===== config.mk =====
export PLATFORM = sky130hd
export DESIGN_NAME = usb_nrzi_bitstuff_tx
export DESIGN_NICKNAME = d
export VERILOG_FILES = /design/src/rtl/usb_sie_pkg.sv /design/src/rtl/usb_nrzi_bitstuff_tx.sv
export SDC_FILE = /design/constraint.sdc
export NUM_CORES = 1
export LEC_CHECK = 0
export CORE_MARGIN = 8
export CORE_UTILIZATION = 50
export DETAILED_ROUTE_END_ITERATION = 8
export PLACE_DENSITY = 0.75
export SETUP_SLACK_MARGIN = 0.05
export SLEW_MARGIN = 20
export SYNTH_ARGS = -nofsm -noshare
export SYNTH_HDL_FRONTEND = slang
export SYNTH_SLANG_ARGS = --single-unit

===== constraint.sdc =====
create_clock -name clk -period 3 [get_ports clk]
set_input_delay 0.9 -clock clk [delete_from_list [all_inputs] [get_ports clk]]
set_output_delay 0.9 -clock clk [all_outputs]
set_load 0.005 [all_outputs]

===== src/rtl/usb_sie_pkg.sv =====
// Shared definitions for the USB serial interface engine.
//   LINE_J / LINE_K / LINE_SE0 : 2-bit {dp,dm} line states
//   tx_line_state_t            : transmit line encoder FSM states
//   DEF_STUFF_LEN              : consecutive 1s that force a stuff bit
//   DEF_EOP_SE0_CYCLES         : SE0 length of an EOP in bit times
//   line_of()                  : map an NRZI data level to its line state
package usb_sie_pkg;

    localparam logic [1:0] LINE_J   = 2'b10;
    localparam logic [1:0] LINE_K   = 2'b01;
    localparam logic [1:0] LINE_SE0 = 2'b00;

    localparam int DEF_STUFF_LEN      = 6;
    localparam int DEF_EOP_SE0_CYCLES = 2;

    typedef enum logic [2:0] {
        ST_IDLE,
        ST_DATA,
        ST_STUFF,
        ST_EOP_SE0,
        ST_EOP_J
    } tx_line_state_t;

    // Data level 1 is J (idle), 0 is K.
    function automatic logic [1:0] line_of(input logic level);
        return level ? LINE_J : LINE_K;
    endfunction

endpackage


===== src/rtl/usb_nrzi_bitstuff_tx.sv =====
// USB full-speed transmit line encoder: bit stuffing, NRZI encoding, EOP
// generation and line drive.
//   clk, rst       : bit-rate clock, asynchronous active-low reset
//   din/din_valid  : serial unencoded bit stream, LSB-first
//   din_last       : marks the final bit of a packet
//   din_ready      : bit accepted this cycle when din_valid is also high
//                    (decoded from state only)
//   dp/dm          : registered differential line levels
//   tx_en          : registered transceiver output enable
//   busy           : registered, high in any state except IDLE
//   underrun       : registered one-cycle pulse, source starved mid-packet
module usb_nrzi_bitstuff_tx
    import usb_sie_pkg::*;
#(
    parameter int STUFF_LEN      = DEF_STUFF_LEN,
    parameter int EOP_SE0_CYCLES = DEF_EOP_SE0_CYCLES
) (
    input  logic clk,
    input  logic rst,
    input  logic din,
    input  logic din_valid,
    input  logic din_last,
    output logic din_ready,
    output logic dp,
    output logic dm,
    output logic tx_en,
    output logic busy,
    output logic underrun
);

    localparam int OW = $clog2(STUFF_LEN + 1);
    localparam int SW = (EOP_SE0_CYCLES > 1) ? $clog2(EOP_SE0_CYCLES) : 1;

    tx_line_state_t state_q, state_d;
    logic           level_q, level_d;
    logic [OW-1:0]  ones_q, ones_d;
    logic [SW-1:0]  se0_cnt_q, se0_cnt_d;
    logic           last_pend_q, last_pend_d;
    logic [1:0]     line_q, line_d;
    logic           tx_en_q, tx_en_d;
    logic           busy_q, busy_d;
    logic           underrun_q, underrun_d;

    logic           accept;
    logic [OW-1:0]  ones_base;
    logic           bit_level;
    logic [OW-1:0]  bit_ones;
    logic           bit_stuff;

    assign din_ready = (state_q == ST_IDLE) || (state_q == ST_DATA);
    assign accept    = din_valid && din_ready;

    // Encoding of the presented bit, shared by IDLE and DATA. The ones
    // count restarts at zero for the first bit of a packet.
    always_comb begin
        ones_base = (state_q == ST_IDLE) ? '0 : ones_q;
        bit_level = din ? level_q : ~level_q;
        bit_ones  = din ? ones_base + OW'(1) : '0;
        bit_stuff = din && (ones_base == OW'(STUFF_LEN - 1));
    end

    always_comb begin
        state_d     = state_q;
        level_d     = level_q;
        ones_d      = ones_q;
        se0_cnt_d   = se0_cnt_q;
        last_pend_d = last_pend_q;
        line_d      = line_q;
        tx_en_d     = tx_en_q;
        underrun_d  = 1'b0;

        case (state_q)
            ST_IDLE, ST_DATA: begin
                if (accept) begin
                    level_d = bit_level;
                    line_d  = line_of(bit_level);
                    tx_en_d = 1'b1;
                    ones_d  = bit_ones;
                    if (bit_stuff) begin
                        // Stuff bit goes out before any EOP, so remember
                        // whether this bit closed the packet.
                        state_d     = ST_STUFF;
                        last_pend_d = din_last;
                    end else if (din_last) begin
                        state_d   = ST_EOP_SE0;
                        se0_cnt_d = SW'(EOP_SE0_CYCLES - 1);
                    end else begin
                        state_d = ST_DATA;
                    end
                end else if (state_q == ST_DATA) begin
                    // Source starved: truncate. This cycle already counts
                    // as the first SE0 bit time.
                    underrun_d = 1'b1;
                    line_d     = LINE_SE0;
                    tx_en_d    = 1'b1;
                    ones_d     = '0;
                    if (EOP_SE0_CYCLES > 1) begin
                        state_d   = ST_EOP_SE0;
                        se0_cnt_d = SW'(EOP_SE0_CYCLES - 2);
                    end else begin
                        state_d = ST_EOP_J;
                    end
                end else begin
                    line_d  = LINE_J;
                    tx_en_d = 1'b0;
                    level_d = 1'b1;
                    ones_d  = '0;
                end
            end

            ST_STUFF: begin
                level_d     = ~level_q;
                line_d      = line_of(~level_q);
                tx_en_d     = 1'b1;
                ones_d      = '0;
                last_pend_d = 1'b0;
                if (last_pend_q) begin
                    state_d   = ST_EOP_SE0;
                    se0_cnt_d = SW'(EOP_SE0_CYCLES - 1);
                end else begin
                    state_d = ST_DATA;
                end
            end

            ST_EOP_SE0: begin
                line_d  = LINE_SE0;
                tx_en_d = 1'b1;
                ones_d  = '0;
                if (se0_cnt_q == '0) begin
                    state_d = ST_EOP_J;
                end else begin
                    se0_cnt_d = se0_cnt_q - SW'(1);
                end
            end

            ST_EOP_J: begin
                line_d  = LINE_J;
                tx_en_d = 1'b1;
                level_d = 1'b1;
                ones_d  = '0;
                state_d = ST_IDLE;
            end

            default: begin
                state_d = ST_IDLE;
                level_d = 1'b1;
                ones_d  = '0;
                line_d  = LINE_J;
                tx_en_d = 1'b0;
            end
        endcase

        busy_d = (state_d != ST_IDLE);
    end

    always_ff @(posedge clk or negedge rst) begin
        if (!rst) begin
            state_q     <= ST_IDLE;
            level_q     <= 1'b1;
            ones_q      <= '0;
            se0_cnt_q   <= '0;
            last_pend_q <= 1'b0;
            line_q      <= LINE_J;
            tx_en_q     <= 1'b0;
            busy_q      <= 1'b0;
            underrun_q  <= 1'b0;
        end else begin
            state_q     <= state_d;
            level_q     <= level_d;
            ones_q      <= ones_d;
            se0_cnt_q   <= se0_cnt_d;
            last_pend_q <= last_pend_d;
            line_q      <= line_d;
            tx_en_q     <= tx_en_d;
            busy_q      <= busy_d;
            underrun_q  <= underrun_d;
        end
    end

    assign dp       = line_q[1];
    assign dm       = line_q[0];
    assign tx_en    = tx_en_q;
    assign busy     = busy_q;
    assign underrun = underrun_q;

endmodule


Yosys cells after proc, flatten, opt, wreduce, memory -nomap -nowiden
Index checks and enable logic that the tools add are counted.
{"block": "totals", "memories": 0, "latchBits": 0, "rom_bits": 0, "word_cells": 72, "input_bits": 5, "mem_bits_rw": 0, "out_inout_bits": 6, "ff_bits": 14}
{"block": "classes", "n_bitwise": 2, "n_addsub": 2, "div": 0, "n_reduce_logical": 12, "n_shift": 0, "n_eq_ne": 12, "mux": 35, "n_lt_le_gt_ge": 0, "multipliers": 0}
{"op": "3-bit 2-to-1 mux", "n": 7}
{"op": "1-bit 2-to-1 mux", "n": 15}
{"op": "2-bit 2-to-1 mux", "n": 7}
{"op": "3-bit inequality test, second input constant", "n": 4}
{"op": "3-bit case mux with 3 select lines", "n": 1}
{"op": "3-bit by 2-bit equality test with 1-bit output, second input constant", "n": 2}
{"op": "3-bit equality test, second input constant", "n": 2}
{"op": "2-bit inequality test, second input constant", "n": 3}
{"op": "1-bit case mux with 3 select lines", "n": 2}
{"op": "2-bit case mux with 3 select lines", "n": 1}
{"op": "3-bit nonzero test", "n": 2}
{"op": "5-bit AND reduction", "n": 1}
{"op": "1-bit case mux with 2 select lines", "n": 2}
{"op": "3-bit by 1-bit adder with 3-bit output, second input constant", "n": 1}
{"op": "3-bit by 1-bit equality test with 1-bit output, second input constant", "n": 1}
{"op": "3-bit logical NOT", "n": 1}
{"op": "3-bit AND reduction", "n": 1}
{"op": "3-bit OR reduction", "n": 1}
{"op": "1-bit logical AND", "n": 2}
{"op": "1-bit inverter", "n": 2}
{"op": "2-bit AND reduction", "n": 1}
{"op": "2-bit nonzero test", "n": 1}
{"op": "2-bit OR reduction", "n": 1}
{"op": "1-bit logical OR", "n": 1}
{"op": "1-bit subtractor, second input constant", "n": 1}

Logic depth before layout (Yosys ltp)
Gate-level depths: netlist of run 1.
{"block": "depth", "depth_word": 8, "depth_mapped": 8, "mapped_depth_nobuf": 7}

Worst setup path after synthesis of run 1
OpenSTA, ideal clock, no wires.
{"block": "synth_timing", "path_kind": "register -> register", "startpoint": "reg state_q[1]", "endpoint": "reg se0_cnt_q", "t_arrival_ns": 2.156, "setup_slack_ns": 0.771, "period_less_slack_ns": 2.229, "path_buffers": 1, "setup_time_ns": 0.073, "path_stages_with_launch": 9, "cell_sequence": "dfrtp_1 -> clkbuf_1 -> or2_2 -> o21a_1 -> ha_1 -> and4_4 -> or4b_4 -> a21oi_2 -> a2bb2oi_2"}
{"block": "synth_between", "elab_chain_len": 6, "word_cells_on_any_way": 18, "classes_between": "eq/ne: 8; mux: 3; reduce/logical: 7"}
{"element": "from (decl)", "line": "usb_nrzi_bitstuff_tx.sv:34", "text": "tx_line_state_t state_q, state_d;"}
{"element": "from (signal assigned)", "line": "usb_nrzi_bitstuff_tx.sv:168", "text": "state_q <= state_d;"}
{"element": "3-bit logical NOT", "line": "usb_nrzi_bitstuff_tx.sv:50, usb_nrzi_bitstuff_tx.sv:56, usb_nrzi_bitstuff_tx.sv:72"}
{"element": "3-bit 2-to-1 mux", "line": "usb_nrzi_bitstuff_tx.sv:56", "text": "ones_base = (state_q == ST_IDLE) ? '0 : ones_q;"}
{"element": "3-bit equality test", "line": "usb_nrzi_bitstuff_tx.sv:59", "text": "bit_stuff = din && (ones_base == OW'(STUFF_LEN - 1));"}
{"element": "1-bit logical AND", "line": "usb_nrzi_bitstuff_tx.sv:59"}
{"element": "3-bit inequality test (no source line)"}
{"element": "5-bit AND reduction (no source line)"}
{"element": "to (signal assigned)", "line": "usb_nrzi_bitstuff_tx.sv:171", "text": "se0_cnt_q <= se0_cnt_d;"}
{"element": "to (decl)", "line": "usb_nrzi_bitstuff_tx.sv:37", "text": "logic [SW-1:0] se0_cnt_q, se0_cnt_d;"}
Several ways; a longest one is shown, not always the timed one.
A chain may end at the register's enable or synchronous reset.

Worst setup path in the final report of run 1
{"block": "layout_timing", "startpoint": "reg state_q[1]", "endpoint": "out din_ready"}
{"block": "layout_between", "elab_chain_len": 2, "word_cells_on_any_way": 3, "classes_between": "eq/ne: 1; reduce/logical: 2"}
{"element": "3-bit by 1-bit equality test with 1-bit output or 3-bit logical NOT (tied branches)", "line": "usb_nrzi_bitstuff_tx.sv:50", "text": "assign din_ready = (state_q == ST_IDLE) || (state_q == ST_DATA);"}
{"element": "1-bit logical OR *", "line": "usb_nrzi_bitstuff_tx.sv:50"}
{"element": "to (decl)", "line": "usb_nrzi_bitstuff_tx.sv:23", "text": "output logic din_ready,"}
Every way passes the cells marked *; elsewhere a longest branch is shown, timed or not.

==> impl_metrics.env, run 1 <==
export IMPL_p_per_area_mw_per_mm2=909
export IMPL_synth_cell_type_count=30
export IMPL_dr_pass1_iters=4
export IMPL_synthMuxAreaShare_pct=2.84
export IMPL_fp_dieH_um=53.6
export IMPL_ir_drop_v=0.000531
export IMPL_area_growth_pct=19.9
export IMPL_postCtsHoldBufs=0
export IMPL_period_share_pct=89.7
export IMPL_layout_setup_ws_ns=0.309
export IMPL_yosysMostFrequentCell="dfrtp_1"
export IMPL_synth_largest_area_cell="dfrtp_1"
export IMPL_syn_area_sq_um=706
export IMPL_finalSetupViolCount=0
export IMPL_synthSimpleGateAreaFrac_pct=22.5
export IMPL_grt_pass1_vias=503
export IMPL_syn_num_nets=76
export IMPL_dieArea_sq_mm=0.00287
export IMPL_antenna_found_initial=0
export IMPL_synth_compound_area_share_pct=13.8
export IMPL_fin_skew_ns=0.000927
export IMPL_worstPathMaxFanout=11
export IMPL_dpl_worst_slack_ns=0.605
export IMPL_clk_pin_slew_worst_paths_ns=0.09
export IMPL_core_rowCount=13
export IMPL_vias=522
export IMPL_core_area_sq_mm=0.00132
export IMPL_power_frac_seq_pct=43.2
export IMPL_synthFlopType="dfrtp_1"
export IMPL_synth_edf_count=0
export IMPL_clk_path_buf_depth=2
export IMPL_p_switching_w=0.000268
export IMPL_gp_routability_congestion=0.805
export IMPL_min_path_cells=1
export IMPL_grt_pass1_wl_um=2240
export IMPL_finalHoldViolations=0
export IMPL_async_flop_share_pct=100
export IMPL_min_period_ns=2.69
export IMPL_critPathRequiredTime_ns=2.10
export IMPL_synth_seq_area_share_pct=50.0
export IMPL_crit_type="flip-flop to output pin"
export IMPL_yosys_top_cells_area="dfrtp_1 (43%), dfstp_2 (7.4%), nor2_1 (4.8%)"
export IMPL_post_cts_resized=0
export IMPL_port_buffers=10
export IMPL_cap_violations=0
export IMPL_yosysTopAreaCellShare_pct=42.6
export IMPL_start_kind="flip-flop"
export IMPL_synth_top_family_by_area="simple AND/OR/NAND/NOR gates"
export IMPL_dpl_instance_area_sq_um=810
export IMPL_tns_ns=0
export IMPL_routed_wl_um=1280
export IMPL_design_portCount=11
export IMPL_numPlacedInstances=91
export IMPL_post_drt_wl_per_cell_um=13.5
export IMPL_netlist_top_cells_count="dfrtp_1 (12), nor2_1 (9)"
export IMPL_cts_tree="built"
export IMPL_vias_per_cell=5.49
export IMPL_diodes=0
export IMPL_htreeDepth=1
export IMPL_hold_slack_ns=0.456
export IMPL_die_width_um=53.6
export IMPL_grt_max_degree=16
export IMPL_rsz0062_at_grt="no"
export IMPL_numCtsBuffers=3
export IMPL_hp_class="flip-flop to flip-flop"
export IMPL_syn_area_per_cell_sq_um=10.2
export IMPL_pwr_share_clk_pct=18.1
export IMPL_clock_latency_ns=0.29
export IMPL_status="complete, no violations"
export IMPL_maxSlewViolCount=0
export IMPL_grt_use_total_pct=10.8
export IMPL_ant_nets=0
export IMPL_drc=0
export IMPL_postCtsSetupRepairBufs=0
export IMPL_fin_nets=88
export IMPL_synthCells=69
export IMPL_drive_gt1_share_pct=16.3
export IMPL_ys_warn_count=0
export IMPL_overflow=0
export IMPL_synth_seq_cells=14
export IMPL_synth_xor_xnor_area_share_pct=2.48
export IMPL_fin_area_sq_um=846
export IMPL_clock_sinks=14
export IMPL_synth_adder_area_share_pct=3.55
export IMPL_initial_core_util_pct=53.6
export IMPL_cp_arrival_ns=1.79
export IMPL_drt_iter0_markers=5
export IMPL_dp_hpwl_um=938
export IMPL_reg2reg_depth=7
export IMPL_crit_path_end_kind="output pin"
export IMPL_ctsRootBufferMaster="clkbuf_4"
export IMPL_tightest_slew_ns=0.616
export IMPL_power_frac_comb_pct=38.7
export IMPL_slew_headroom_pct=58.8
export IMPL_fin_cells=95
export IMPL_switching_share_pct=34.9
export IMPL_cell_internal_pwr_w=0.000501
export IMPL_fmax_mhz=372
export IMPL_leakagePower_nw=0.382
routing by layer:
metal / global-route usage [%] / part of all wire [%] / vias up
met1: 12.8 / 47 / 239
met4: 7.56 / 3.0 / 0
met5: 0 / 0 / -
met2: 15.6 / 43 / 14
met3: 4.13 / 6.7 / 6
li1: - / - / 263
power groups by stage:
stage	clock network (W)	logic, W	registers [W]
6_report	0.000139	0.000298	0.000332
5_1_grt	0.000150	0.000333	0.000344
4_1_cts	0.000145	0.000304	0.000332
3_5_place_dp	0	0.000302	0.000336
3_3_place_gp	0	0.000299	0.000336
2_1_floorplan	0	0.000233	0.000292
final timing paths:
kind	from	endpoint	slack [ns]
setup / recovery	state_q[1]$_DFF_PN0_	din_ready	0.31
hold / removal	ones_q[0]$_DFF_PN0_	ones_q[0]$_DFF_PN0_	0.46
setup reg to reg	state_q[1]$_DFF_PN0_	se0_cnt_q$_DFFE_PN0P_	0.72
hold reg to reg	ones_q[0]$_DFF_PN0_	ones_q[0]$_DFF_PN0_	0.46
max in group asynchronous	rst	ones_q[1]$_DFF_PN0_	1.61
min in group asynchronous	rst	underrun$_DFF_PN0_	0.99
sequential cells by signal, summed over array words and instances (netlist names):
signal / count
busy: 1
last_pend_q: 1
level_q: 1
line_q: 2
ones_q: 3
se0_cnt_q: 1
state_q: 3
tx_en: 1
underrun: 1
cells by family (layout without fill, tap and decap cells):
logic type | Yosys count | after routing
and+or+nand+nor | 28 | 28
adders and majority gates | 2 | 2
DFF | 14 | 14
AOI/OAI and AO/OA | 14 | 14
buffers and inverters | 7 | 18
xor gates and xnor gates | 2 | 2
muxes | 2 | 2
critical path, cell delays in order, from the launching register on:
cell	delay, ns
dfrtp_1	0.49
or2_2	0.37
inv_1	0.13
clkdlybuf4s50_1	0.52
through the flow:
stage                     util [%]  power, W
after floorplan                  -  0.000525
after global placement        61.4  0.000635
after detailed placement      61.4  0.000639
after CTS                     64.2  0.000780
after global routing          64.2  0.000828
final                         64.2  0.000769
layout make-up:
type / instances / area, sq um
clock buffer: 4 / 36.3
sequential: 14 / 353
fill: 96 / 472
tap: 15 / 18.8
multi-input combinational: 48 / 319
timing repair buffer: 11 / 108
inverter: 3 / 11.3
layout by cell type (no fill, tap or decap), types with 2 or more instances in the layout:
master           Yosys  routed
a21oi_1              3       3
xor2_1               2       2
nor3_1               2       2
inv_1                3       3
dfstp_2              2       2
a211oi_1             2       2
or2_2                2       2
clkdlybuf4s50_1      0      10
nand2_1              2       2
o21ai_0              2       2
mux2i_1              2       2
nor2_1               9       9
o22ai_1              2       2
nor3b_1              2       2
nor2b_1              3       3
dfrtp_1             12      12
ha_1                 2       2
clkbuf_4             0       3
nand3_1              2       2
Note: power is estimated with default switching activity, not from simulation.
==> inputs of run 2 (changes only) <==
Settings changed: ABC_AREA from default to 0.
==> results of run 2 <==
Final layout, timing and power as in run 1 (identical DEF).
==> inputs of run 3 (changes only) <==
Settings changed: CAP_MARGIN from default to 20.
==> results of run 3 <==
Final layout, timing and power as in run 1 (identical DEF).
